## src/rtl/matmul_sequencer.sv

```systemverilog
// matmul_sequencer: walks C[n][m] = sum_k A[n][k]*B[k][m] (+bias) via scratchpad reads, MAC and result writes.
// Define MATMUL_SEQ_OVERFLOW_EN to add the sticky signed-overflow flag overflow_o.
module matmul_sequencer #(
   parameter int DATA_WIDTH = 8,
   parameter int ACC_WIDTH  = 2*DATA_WIDTH+2,
   parameter int ADDR_WIDTH = 4
) (
   input  logic                  clk_i,
   input  logic                  rst_ni,
   input  logic                  start_bit_i,
   input  logic                  mode_bit_i,
   input  logic [1:0]            write_target_i,
   input  logic [1:0]            read_target_i,
   input  logic [1:0]            N_i,
   input  logic [1:0]            K_i,
   input  logic [1:0]            M_i,
   output logic                  a_rd_o,
   output logic [ADDR_WIDTH-1:0] a_addr_o,
   output logic                  b_rd_o,
   output logic [ADDR_WIDTH-1:0] b_addr_o,
   input  logic [DATA_WIDTH-1:0] a_data_i,
   input  logic [DATA_WIDTH-1:0] b_data_i,
   output logic                  bias_rd_o,
   output logic [ADDR_WIDTH-1:0] bias_addr_o,
   output logic [1:0]            bias_target_o,
   input  logic [ACC_WIDTH-1:0]  bias_data_i,
   output logic                  res_we_o,
   output logic [ADDR_WIDTH-1:0] res_addr_o,
   output logic [1:0]            res_target_o,
   output logic [ACC_WIDTH-1:0]  res_data_o,
   output logic                  clear_start_o,
`ifdef MATMUL_SEQ_OVERFLOW_EN
   output logic                  overflow_o,
`endif
   output logic                  busy_o
);
   localparam logic [2:0] IDLE  = 3'd0;
   localparam logic [2:0] FETCH = 3'd1;
   localparam logic [2:0] DRAIN = 3'd2;
   localparam logic [2:0] WRITE = 3'd3;
   localparam logic [2:0] DONE  = 3'd4;

   logic [2:0] state_q, state_d;
   logic [1:0] n_q, n_d, m_q, m_d, k_q, k_d;
   logic [1:0] dim_n_q, dim_n_d, dim_k_q, dim_k_d, dim_m_q, dim_m_d;
   logic [1:0] wt_q, wt_d, rt_q, rt_d;
   logic       mode_q, mode_d, latch;
   logic       v_q, first_q;
   logic [ACC_WIDTH-1:0] acc_q, acc_d, a_ext, b_ext, prod, base, sum;
   logic                  a_rd_q, bias_rd_q, res_we_q, clr_q;
   logic [ADDR_WIDTH-1:0] a_addr_q, b_addr_q, bias_addr_q, res_addr_q;
   logic [1:0]            bias_tgt_q;
   logic [ACC_WIDTH-1:0]  res_data_q;
   logic                  fetch_d, bias_rd_d, res_we_d;

   assign latch = state_q == IDLE && start_bit_i;

   always_comb begin
      state_d = state_q;
      n_d = n_q;
      m_d = m_q;
      k_d = k_q;
      dim_n_d = dim_n_q;
      dim_k_d = dim_k_q;
      dim_m_d = dim_m_q;
      mode_d = mode_q;
      wt_d = wt_q;
      rt_d = rt_q;
      case (state_q)
         IDLE: if (start_bit_i) begin
            state_d = FETCH;
            n_d = '0;
            m_d = '0;
            k_d = '0;
            dim_n_d = N_i;
            dim_k_d = K_i;
            dim_m_d = M_i;
            mode_d = mode_bit_i;
            wt_d = write_target_i;
            rt_d = read_target_i;
         end
         FETCH: if (k_q == dim_k_q) state_d = DRAIN;
                else k_d = k_q + 2'd1;
         DRAIN: state_d = WRITE;
         WRITE: begin
            k_d = '0;
            if (m_q != dim_m_q) begin
               m_d = m_q + 2'd1;
               state_d = FETCH;
            end else if (n_q != dim_n_q) begin
               m_d = '0;
               n_d = n_q + 2'd1;
               state_d = FETCH;
            end else state_d = DONE;
         end
         DONE: state_d = IDLE;
         default: state_d = IDLE;
      endcase
   end

   // MAC consumes the operands fetched one cycle earlier; the first term seeds from bias or zero
   assign a_ext = {{(ACC_WIDTH-DATA_WIDTH){a_data_i[DATA_WIDTH-1]}}, a_data_i};
   assign b_ext = {{(ACC_WIDTH-DATA_WIDTH){b_data_i[DATA_WIDTH-1]}}, b_data_i};
   assign prod  = a_ext * b_ext;
   assign base  = first_q ? (mode_q ? bias_data_i : '0) : acc_q;
   assign sum   = base + prod;
   assign acc_d = v_q ? sum : acc_q;

   // Outputs are registered from the next state so they line up with the state they describe
   assign fetch_d   = state_d == FETCH;
   assign bias_rd_d = fetch_d && k_d == 2'd0 && mode_d;
   assign res_we_d  = state_d == WRITE;

   always_ff @(posedge clk_i or negedge rst_ni) begin
      if (!rst_ni) begin
         state_q <= IDLE;
         {n_q, m_q, k_q, dim_n_q, dim_k_q, dim_m_q} <= '0;
         {wt_q, rt_q, mode_q, v_q, first_q} <= '0;
         acc_q <= '0;
         {a_rd_q, bias_rd_q, res_we_q, clr_q} <= '0;
         {a_addr_q, b_addr_q, bias_addr_q, res_addr_q, bias_tgt_q} <= '0;
         res_data_q <= '0;
      end else begin
         state_q <= state_d;
         {n_q, m_q, k_q} <= {n_d, m_d, k_d};
         {dim_n_q, dim_k_q, dim_m_q} <= {dim_n_d, dim_k_d, dim_m_d};
         {wt_q, rt_q, mode_q} <= {wt_d, rt_d, mode_d};
         v_q <= state_q == FETCH;
         first_q <= state_q == FETCH && k_q == 2'd0;
         acc_q <= acc_d;
         a_rd_q <= fetch_d;
         a_addr_q <= fetch_d ? {n_d, k_d} : '0;
         b_addr_q <= fetch_d ? {k_d, m_d} : '0;
         bias_rd_q <= bias_rd_d;
         bias_addr_q <= bias_rd_d ? {n_d, m_d} : '0;
         bias_tgt_q <= bias_rd_d ? rt_d : '0;
         res_we_q <= res_we_d;
         res_addr_q <= res_we_d ? {n_d, m_d} : '0;
         res_data_q <= res_we_d ? acc_d : '0;
         clr_q <= state_d == DONE;
      end
   end

`ifdef MATMUL_SEQ_OVERFLOW_EN
   logic ov_q, ovf;
   assign ovf = v_q && base[ACC_WIDTH-1] == prod[ACC_WIDTH-1] && sum[ACC_WIDTH-1] != base[ACC_WIDTH-1];
   always_ff @(posedge clk_i or negedge rst_ni) begin
      if (!rst_ni) ov_q <= 1'b0;
      else ov_q <= latch ? 1'b0 : ov_q | ovf;
   end
   assign overflow_o = ov_q;
`endif

   assign a_rd_o        = a_rd_q;
   assign b_rd_o        = a_rd_q;
   assign a_addr_o      = a_addr_q;
   assign b_addr_o      = b_addr_q;
   assign bias_rd_o     = bias_rd_q;
   assign bias_addr_o   = bias_addr_q;
   assign bias_target_o = bias_tgt_q;
   assign res_we_o      = res_we_q;
   assign res_addr_o    = res_addr_q;
   assign res_target_o  = wt_q;
   assign res_data_o    = res_data_q;
   assign clear_start_o = clr_q;
   assign busy_o        = state_q != IDLE;
endmodule

```

## config.mk

```make
export PLATFORM = sky130hd
export DESIGN_NAME = matmul_sequencer
export DESIGN_NICKNAME = d
export VERILOG_FILES = /design/src/rtl/matmul_sequencer.sv
export SDC_FILE = /design/constraint.sdc
export NUM_CORES = 1
export LEC_CHECK = 0
export BUFFER_PORTS_ARGS = -buffer_cell sky130_fd_sc_hd__buf_2
export CAP_MARGIN = 40
export CORE_MARGIN = 4
export CORE_UTILIZATION = 53
export CTS_CLUSTER_DIAMETER = 60
export DETAILED_ROUTE_END_ITERATION = 16
export GPL_TIMING_DRIVEN = 0
export PLACE_DENSITY = 0.85
export SYNTH_ARGS = -nofsm -noshare
export SYNTH_HDL_FRONTEND = slang
export SYNTH_SLANG_ARGS = --single-unit
```

## constraint.sdc

```tcl
create_clock -name clk_i -period 3.5 [get_ports clk_i]
set_input_delay 0.35 -clock clk_i [delete_from_list [all_inputs] [get_ports clk_i]]
set_output_delay 0.35 -clock clk_i [all_outputs]
set_load 0.005 [all_outputs]
```

Word-level counts from Yosys, hierarchy flattened

Index checks and enable logic that the tools add are counted.
W data, S select, Z words.

Mux-type cells: 29
$mul: 1
Reductions and logical operators: 8
Add/sub/neg operators: 4
Equal/unequal tests: 9

Operator list:

| operator              | number |
|---|---|
| $mux W18              | 4 |
| $mux W2               | 11 |
| $add A18 B18 Y18      | 1 |
| $mul A8 B8 Y16        | 1 |
| $mux W4               | 4 |
| $mux W3               | 4 |
| $pmux W3 S4           | 1 |
| $eq A3 B2 Y1 const B  | 3 |
| $pmux W2 S2           | 2 |
| $add A2 B1 Y2 const B | 3 |
| $eq A3 B1 Y1 const B  | 2 |
| $pmux W2 S3           | 1 |
| $logic_not A2 Y1      | 2 |
| $ne A2 B2 Y1          | 2 |
| $eq A3 B3 Y1 const B  | 1 |
| $logic_and A1 B1 Y1   | 3 |
| $logic_not A3 Y1      | 1 |
| $reduce_bool A3 Y1    | 1 |
| $eq A2 B2 Y1          | 1 |
| $mux W1               | 2 |
| $reduce_and A2 Y1     | 1 |

Logic and storage cells: 74
Input bits: 48
Register bits: 80
Output and inout port bits: 44

Depth between registers and ports, before layout

Gate-level depths: netlist (run 1).

Depth in word-level cells: 8
Mapped depth: 27
Depth with buffers taken out: 27

Worst setup path after synthesis (run 1)

OpenSTA, ideal clock, no wires.

Kind: input -> register
Start: in a_data_i[3]
End: reg res_data_q[17], in the netlist res_data_o[17]
Setup slack: -2,371 ps
Path buffers: 0
Cell stages on the path: 25
Data arrival time: 5,788 ps
Library setup time: 83 ps
Cells stage by stage: and2_1 -> fa_1 -> inv_1 -> fa_1 -> inv_1 -> fa_1 -> inv_1 -> fa_1 -> inv_1 -> ha_1 -> a21oi_1 -> o21bai_1 -> a21oi_1 -> o21bai_1 -> a21oi_1 -> xnor2_1 -> ha_1 -> nand4_1 -> nand2b_1 -> o2111ai_1 -> a31oi_1 -> or4_4 -> a2111oi_2 -> a41oi_1 -> a31oi_1

Cells in the longest elaborated chain, start to end: 4

RTL lines:

| element              | RTL line | RTL |
|---|---|---|
| from (decl)          | 21       | `input logic [DATA_WIDTH-1:0] a_data_i,` |
| $mul A8 B8 Y16       | 104      | `assign prod = a_ext * b_ext;` |
| $add A18 B18 Y18     | 106      | `assign sum = base + prod;` |
| $mux W18             | 107      | `assign acc_d = v_q ? sum : acc_q;` |
| $mux W18             | 139      | `res_data_q <= res_we_d ? acc_d : '0;` |
| to (signal assigned) | 139      |  |
| to (decl)            | 53       | `logic [ACC_WIDTH-1:0] res_data_q;` |

Every way passes these cells.
A chain may end at the register's enable or synchronous reset.

Worst setup path after layout (run 1)

Start: in b_data_i[5]
End: reg acc_q[17]

Cells in the longest elaborated chain, start to end: 3

RTL lines:

| element              | RTL line | RTL |
|---|---|---|
| from (decl)          | 22       | `input logic [DATA_WIDTH-1:0] b_data_i,` |
| $mul A8 B8 Y16       | 104      |  |
| $add A18 B18 Y18     | 106      |  |
| $mux W18             | 107      |  |
| net acc_d[17]        | 49       | `logic [ACC_WIDTH-1:0] acc_q, acc_d, a_ext, b_ext, prod, base, sum;` |
| to (signal assigned) | 119      | `acc_q <= '0;` |
| to (signal assigned) | 130      | `acc_q <= acc_d;` |
| to (decl)            | 49       |  |

The timed path passes the listed nets, and every way through them passes these cells.

==> out/results.tsv, run 1 <==
metric	value	unit
die_h	118	um
yosys_most_used_dff	dfrtp_1	
cts_tree	done	
grt_max_degree	71	
gp_congestion	0.878	
violations	setup timing	
num_io_pins	92	
syn_to_final_growth	33.7	%
drc_errors	0	
yosysTopAreaCell	dfrtp_1	
clock_latency	0.35	ns
skew	0.0106	ns
clk_path_buf_depth	2	
cpPeakStageDelay	0.57	ns
routedWlPerCell	23.0	um
critPathCaptureType	register	
initial_core_util	0.551	
drt-total-wl	22.2	mm
grt_remaining_overflow	0	
path_buf_inv	6	
reg2reg_from	first_q	
cp_slowest_cell	fa_1	
fmax	0.165	GHz
detail_route.first_pass.iterations	5	
finalWorstSetupSlack	-2.54	ns
hold_class	input pin to register	
avgSynthCellArea	9.60	um2
setup_viol	26	
htreeDepth	3	
grt.total_usage	0.283	
ys_types	55	
cp_top_family	adder cells	
via_per_inst	6.19	
crit_cells	27	
cp.arrival	6.24	ns
cp_max_fo	8	
drive_gt1_frac	0.364	
cpMostUsedCell	fa_1	
report.final.slew_viol_count	0	
syn_inst	666	
io_buffers	91	
status	finished, violations left	
grt_pass1_vias	6266	
yosys_warnings	0	
synth_seq_cells	78	
max_slew_margin	0.541	
reg2reg_depth	17	
worst_pin_slew	0.681	ns
fin_util	0.736	
cp-startpoint	b_data_i[5]	
detail_route.iter0.violations	690	
dp_hpwl	11.4	mm
hold_depth	2	
fin_cells	968	
antenna_left	0	
rsz0062_at_grt	yes	
cts-root-buf	clkbuf_16	
synthArstFlopShare	1.00	
placedCellCount	901	
seq_area_frac_synth	0.305	
rows	39	
fin_nets	969	
antenna_found_initial	1	
min_period	6.04	ns
critPathLaunchType	input pin	
cp.required	3.70	ns
grt_pass1_wl	31.7	mm
finalCritPeriodShare	1.73	
die_area	13900	um2
synth.area.top_cells	dfrtp_1 (31%), fa_1 (18%), ha_1 (9.0%)	
synth_enable_flop_cells	0	
syn_area	6390	um2
core-area	11600	um2
critical_path_class	input pin to register	
die_x	118	um
synth_top_area_share	0.305	
clkSinkCount	78	
clk_pin_slew	0.07	ns
hp-start	N_i[0]	
final-hold-violation-count	0	
cts-buffers-inserted	9	
via_count	5995	
maxCapViolations	0	
synth_fp_nets	816	
## registers in the layout (all words and copies together), names as in the netlist, 2 cells and up
signal         cells
acc_q             18
res_data_o        18
bias_addr_o        4
res_addr_o         4
a_addr_o           3
b_addr_o           3
state_q            3
bias_target_o      2
dim_k_q            2
dim_m_q            2
dim_n_q            2
k_q                2
m_q                2
n_q                2
res_target_o       2
rt_q               2
## final timing paths
check | slack [ns] | endpoint
setup / recovery | -2.54 | acc_q[17]
hold / removal | 0.24 | dim_n_q[0]
setup reg to reg | -0.79 | acc_q[17]
hold reg to reg | 0.51 | res_target_o[1]
max in group asynchronous | 2.57 | res_target_o[0]
min in group asynchronous | 0.38 | res_data_o[7]
## area by class of cell
type / instances / area, um2
tap: 143 / 179
clock inverter: 7 / 57.6
buffer: 16 / 75.1
timing repair buffer: 142 / 1010
multi-input combinational: 454 / 4600
clock buffer: 9 / 225
inverter: 118 / 449
fill: 676 / 3070
sequential: 78 / 1950
antenna: 1 / 2.50
## worst reg2reg max path, delay by kind of cell (launching register included)
family / cells / cell delay [ns]
AND/OR/NAND/NOR: 7 / 1.50
buffers and inverters: 4 / 1.21
AO/OA/AOI/OAI: 5 / 0.85
flip-flops: 1 / 0.38
adder cells (fa/ha/maj): 1 / 0.19
## layer usage
metal | vias up | wire length, um | track usage | share of wire
li1 | 2449 | - | - | -
met1 | 2917 | 7690 | 0.329 | 0.35
met2 | 479 | 10900 | 0.489 | 0.49
met3 | 150 | 1950 | 0.0663 | 0.088
met4 | 0 | 1710 | 0.144 | 0.077
met5 | - | 0 | 0 | 0
## cell usage after synthesis (all sizes together) (2+ instances only)
cell	number
inv	118
dfrtp	78
and2	61
fa	56
ha	46
nand2	41
nor2	38
o21ai	32
a21oi	31
xnor2	24
mux2	16
clkbuf	11
a21o	10
a22o	9
xor2	9
o21bai	8
nor2b	7
a211oi	6
and3	6
nand3	6
nor3	6
buf	5
nand2b	5
a31oi	3
mux2i	3
nor4	3
or3	3
o211ai	2
o21a	2
o41ai	2
or2	2
or4	2
## cells in the final DEF, fill, tap and decap left out, types with 3 or more instances in the layout
| cell type | instances |
|---|---|
| nor2_1 | 33 |
| a21oi_1 | 18 |
| and2_4 | 24 |
| mux2_4 | 6 |
| a21o_1 | 9 |
| nor2b_1 | 5 |
| nor2_2 | 4 |
| fa_1 | 54 |
| xor2_1 | 7 |
| a22o_1 | 9 |
| nand2b_4 | 3 |
| a21oi_2 | 9 |
| nor3_1 | 5 |
| o21ai_0 | 22 |
| a21oi_4 | 4 |
| nand2_1 | 38 |
| buf_6 | 21 |
| clkinvlp_4 | 3 |
| dfrtp_1 | 78 |
| and3_1 | 4 |
| o21ai_2 | 8 |
| ha_4 | 16 |
| mux2i_1 | 3 |
| clkbuf_16 | 9 |
| inv_2 | 10 |
| ha_2 | 3 |
| and2_1 | 37 |
| buf_2 | 78 |
| mux2_2 | 10 |
| nand2_2 | 3 |
| nand3_1 | 5 |
| xnor2_1 | 21 |
| ha_1 | 27 |
| buf_4 | 42 |
| o21bai_1 | 8 |
| inv_1 | 106 |
| clkbuf_1 | 10 |
## per-stage QoR
step	setup WS (ns)	setup TNS (ns)	hold slack, ns	cell area (um2)
global placement	-2.65	-40.17	0.461	7220
CTS	-2.08	-33.87	0.232	8280
floorplan	-2.21	-30.09	0.0544	6590
global route	-2.71	-46.76	0.236	8550
detailed placement	-2.79	-42.90	0.192	7250
finish	-2.54	-43.24	0.239	8550
## kinds of logic after synthesis
| group | synth area share |
|---|---|
| xor+xnor | 0.0464 |
| flops | 0.305 |
| compound gates | 0.118 |
| fa+ha+maj | 0.265 |
| buf+inv | 0.0808 |
| mux | 0.0329 |
| simple gates | 0.151 |
## what timing repair did
item                                    in CTS  in global routing
setup buffers                               44                 24
endpoints found under the setup margin      25                 27
hold endpoints to repair                     8                  0
resized for setup                          105                 62
cloned                                       0                  0
pin swaps                                   36                 31
hold buffers                                 1                  0
Power of run 1 is left out: the tool's default activity adds up to more than one toggle a clock period on the data nets, which glitch-free logic cannot reach.
==> run 2: changes to the inputs <==
--- a/config.mk
+++ b/config.mk
@@ -7,12 +7,14 @@
 export LEC_CHECK = 0
 export BUFFER_PORTS_ARGS = -buffer_cell sky130_fd_sc_hd__buf_2
 export CAP_MARGIN = 40
+export CELL_PAD_IN_SITES_DETAIL_PLACEMENT = 0
+export CELL_PAD_IN_SITES_GLOBAL_PLACEMENT = 2
 export CORE_MARGIN = 4
-export CORE_UTILIZATION = 53
+export CORE_UTILIZATION = 33
 export CTS_CLUSTER_DIAMETER = 60
 export DETAILED_ROUTE_END_ITERATION = 16
 export GPL_TIMING_DRIVEN = 0
-export PLACE_DENSITY = 0.85
+export PLACE_DENSITY = 0.84
 export SYNTH_ARGS = -nofsm -noshare
 export SYNTH_HDL_FRONTEND = slang
 export SYNTH_SLANG_ARGS = --single-unit
==> run 2 against run 1 <==
Count of clock-buffer cells in the layout increased by 2. Sequential cell count is the same. Maximum frequency increased by 7.8%. Critical path type unchanged. The flow still finishes with violations (setup timing). Design area fell by 1.7%. Die area up 56%. Clock skew shrank 0.0019 ns. Routed wire length decreased by 30%.
==> out/results.tsv, run 2 (synthesized netlist as in run 1, its figures left out) <==
metric	value	unit	change
cp-startpoint	b_data_i[2]		was b_data_i[5]
maxCapViolations	0		unchanged
grt.total_usage	0.148		was 0.283
final-hold-violation-count	0		unchanged
report.final.slew_viol_count	0		unchanged
via_per_inst	4.61		was 6.19
initial_core_util	0.338		was 0.551
worstReg2RegEnd	res_data_o[16]		was acc_q[17]
io_buffers	91		unchanged
drc_errors	0		unchanged
cp_max_fo	6		was 8
critPathLaunchType	input pin		unchanged
layout_commonest_cell	inv_1		unchanged
detail_route.first_pass.iterations	4		was 5
fin_nets	950		was 969
cts-buffers-inserted	9		unchanged
hold_class	input pin to register		unchanged
cts_tree	done		unchanged
detail_route.iter0.violations	212		was 690
dp_slack	-2.81	ns	was -2.79 ns
cp.arrival	5.86	ns	was 6.24 ns
drive_gt1_frac	0.325		was 0.364
core-area	18900	um2	was 11600 um2
skew	0.00862	ns	was 0.0106 ns
dp_hpwl	11.8	mm	was 11.4 mm
reg2reg_from	first_q		unchanged
grt_remaining_overflow	0		unchanged
min_period	5.61	ns	was 6.04 ns
die_h	147	um	was 118 um
violations	setup timing		unchanged
cp.required	3.75	ns	was 3.70 ns
clkSinkCount	78		unchanged
max_slew_margin	0.556		was 0.541
grt_pass1_vias	5093		was 6266
setup_viol	24		was 26
rsz0062_at_grt	yes		unchanged
finalWorstSetupSlack	-2.11	ns	was -2.54 ns
critical_path_class	input pin to register		unchanged
antenna_left	0		unchanged
clock_latency	0.33	ns	was 0.35 ns
fmax	0.178	GHz	was 0.165 GHz
grt_max_degree	43		was 71
drt-total-wl	15.6	mm	was 22.2 mm
layout_common_cells	inv_1 (107), buf_2 (79), dfrtp_1 (78), fa_1 (53), and2_1 (46)		was inv_1 (106), buf_2 (78), dfrtp_1 (78), fa_1 (54), buf_4 (42)
antenna_cells	0		was 1
status	finished, violations left		unchanged
syn_to_final_growth	31.4	%	was 33.7%
cts-root-buf	clkbuf_16		unchanged
r2r_setup_slack	-0.59	ns	was -0.79 ns
worst_pin_slew	0.666	ns	was 0.681 ns
gp_congestion	0.773		was 0.878
die_area	21700	um2	was 13900 um2
htreeDepth	3		unchanged
antenna_found_initial	0		was 1
clk_path_buf_depth	2		unchanged
clk_pin_slew	0.06	ns	was 0.07 ns
die_x	147	um	was 118 um
routedWlPerCell	14.6	um	was 23.0 um
finalCritPeriodShare	1.60		was 1.73
reg2reg_depth	16		was 17
rows	50		was 39
num_io_pins	92		unchanged
crit_path_end	res_data_o[17]		was acc_q[17]
critPathCaptureType	register		unchanged
grt_pass1_wl	25.9	mm	was 31.7 mm
via_count	4907		was 5995
fill_cells	1858		was 676
==> run 2: changes by cell type in the layout (fill, tap and decap cells not counted), sizes merged <==
cell | previous run | this run
inv | 120 | 118
bufinv | 0 | 3
clkinvlp | 3 | 0
clkinv | 2 | 1
buf | 145 | 128
diode | 1 | 0
==> run 2: cell type report <==
cell class | count | area, um2 | area share
multi-input combinational | 454 | 4450 | 0.529
sequential | 78 | 1950 | 0.232
timing repair buffer | 124 | 823 | 0.0980
inverter | 118 | 448 | 0.0533
tap | 260 | 325 | 0.0387
clock buffer | 11 | 243 | 0.0289
clock inverter | 4 | 95.1 | 0.0113
buffer | 15 | 71.3 | 0.00849
==> run 2: worst min-delay path by stage <==
stage | slack (ns) | to | start | depth (start not counted)
floorplan | 0.05 | a_addr_o[1] | rst_ni | 0
global placement | 0.47 | v_q | state_q[1] | 1
detailed placement | 0.35 | bias_addr_o[3] | rst_ni | 1
CTS | 0.23 | res_target_o[1] | write_target_i[1] | 2
global route | 0.24 | dim_k_q[0] | K_i[0] | 2
finish | 0.25 | res_target_o[1] | write_target_i[1] | 2
==> run 2: per-stage QoR <==
stage | hold WS (ns) | instance area, um2 | util | cells | TNS [ns]
CTS | 0.231 | 8180 | 0.433 | 1052 | -30.11
global placement | 0.468 | 7370 | 0.390 | 1017 | -42.95
global route | 0.241 | 8400 | 0.445 | 1064 | -36.42
floorplan | 0.0544 | 6590 | - | 666 | -30.09
detailed placement | 0.346 | 7390 | 0.391 | 1018 | -43.32
finish | 0.247 | 8400 | 0.445 | 1064 | -31.49
==> run 2: per-layer routing <==
layer | global-route usage | wire length [um] | vias to the layer above
met2 | 0.237 | 7160 | 88
met1 | 0.209 | 7570 | 2396
li1 | - | - | 2407
met3 | 0.0238 | 541 | 16
met4 | 0.0396 | 281 | 0
met5 | 0 | 0 | -
==> run 2: worst max-delay path: stages <==
cell and delay [ns]:
buf_12 0.11, and2_4 0.15, fa_1 0.55, inv_2 0.04, fa_1 0.49, inv_2 0.05
fa_1 0.52, inv_1 0.05, fa_1 0.49, inv_2 0.05, ha_4 0.28, a21oi_4 0.05
o21bai_1 0.18, a21oi_2 0.09, o21bai_1 0.19, a21oi_2 0.10, xnor2_1 0.14, ha_1 0.31
nand4_1 0.18, nand2b_4 0.21, o2111ai_4 0.11, a31oi_4 0.12, or4_4 0.46, a2111oi_4 0.32
a41oi_2 0.07, a31oi_1 0.19
==> run 2: repair_timing <==
item / CTS / global route
pin swaps: 29 / 39
resized for setup: 74 / 36
setup endpoints to repair: 26 / 25
hold endpoints to repair: 36 / 0
buffers inserted: 24 / 12
hold buffers: 1 / 0
Power of run 2 is left out for the same reason.
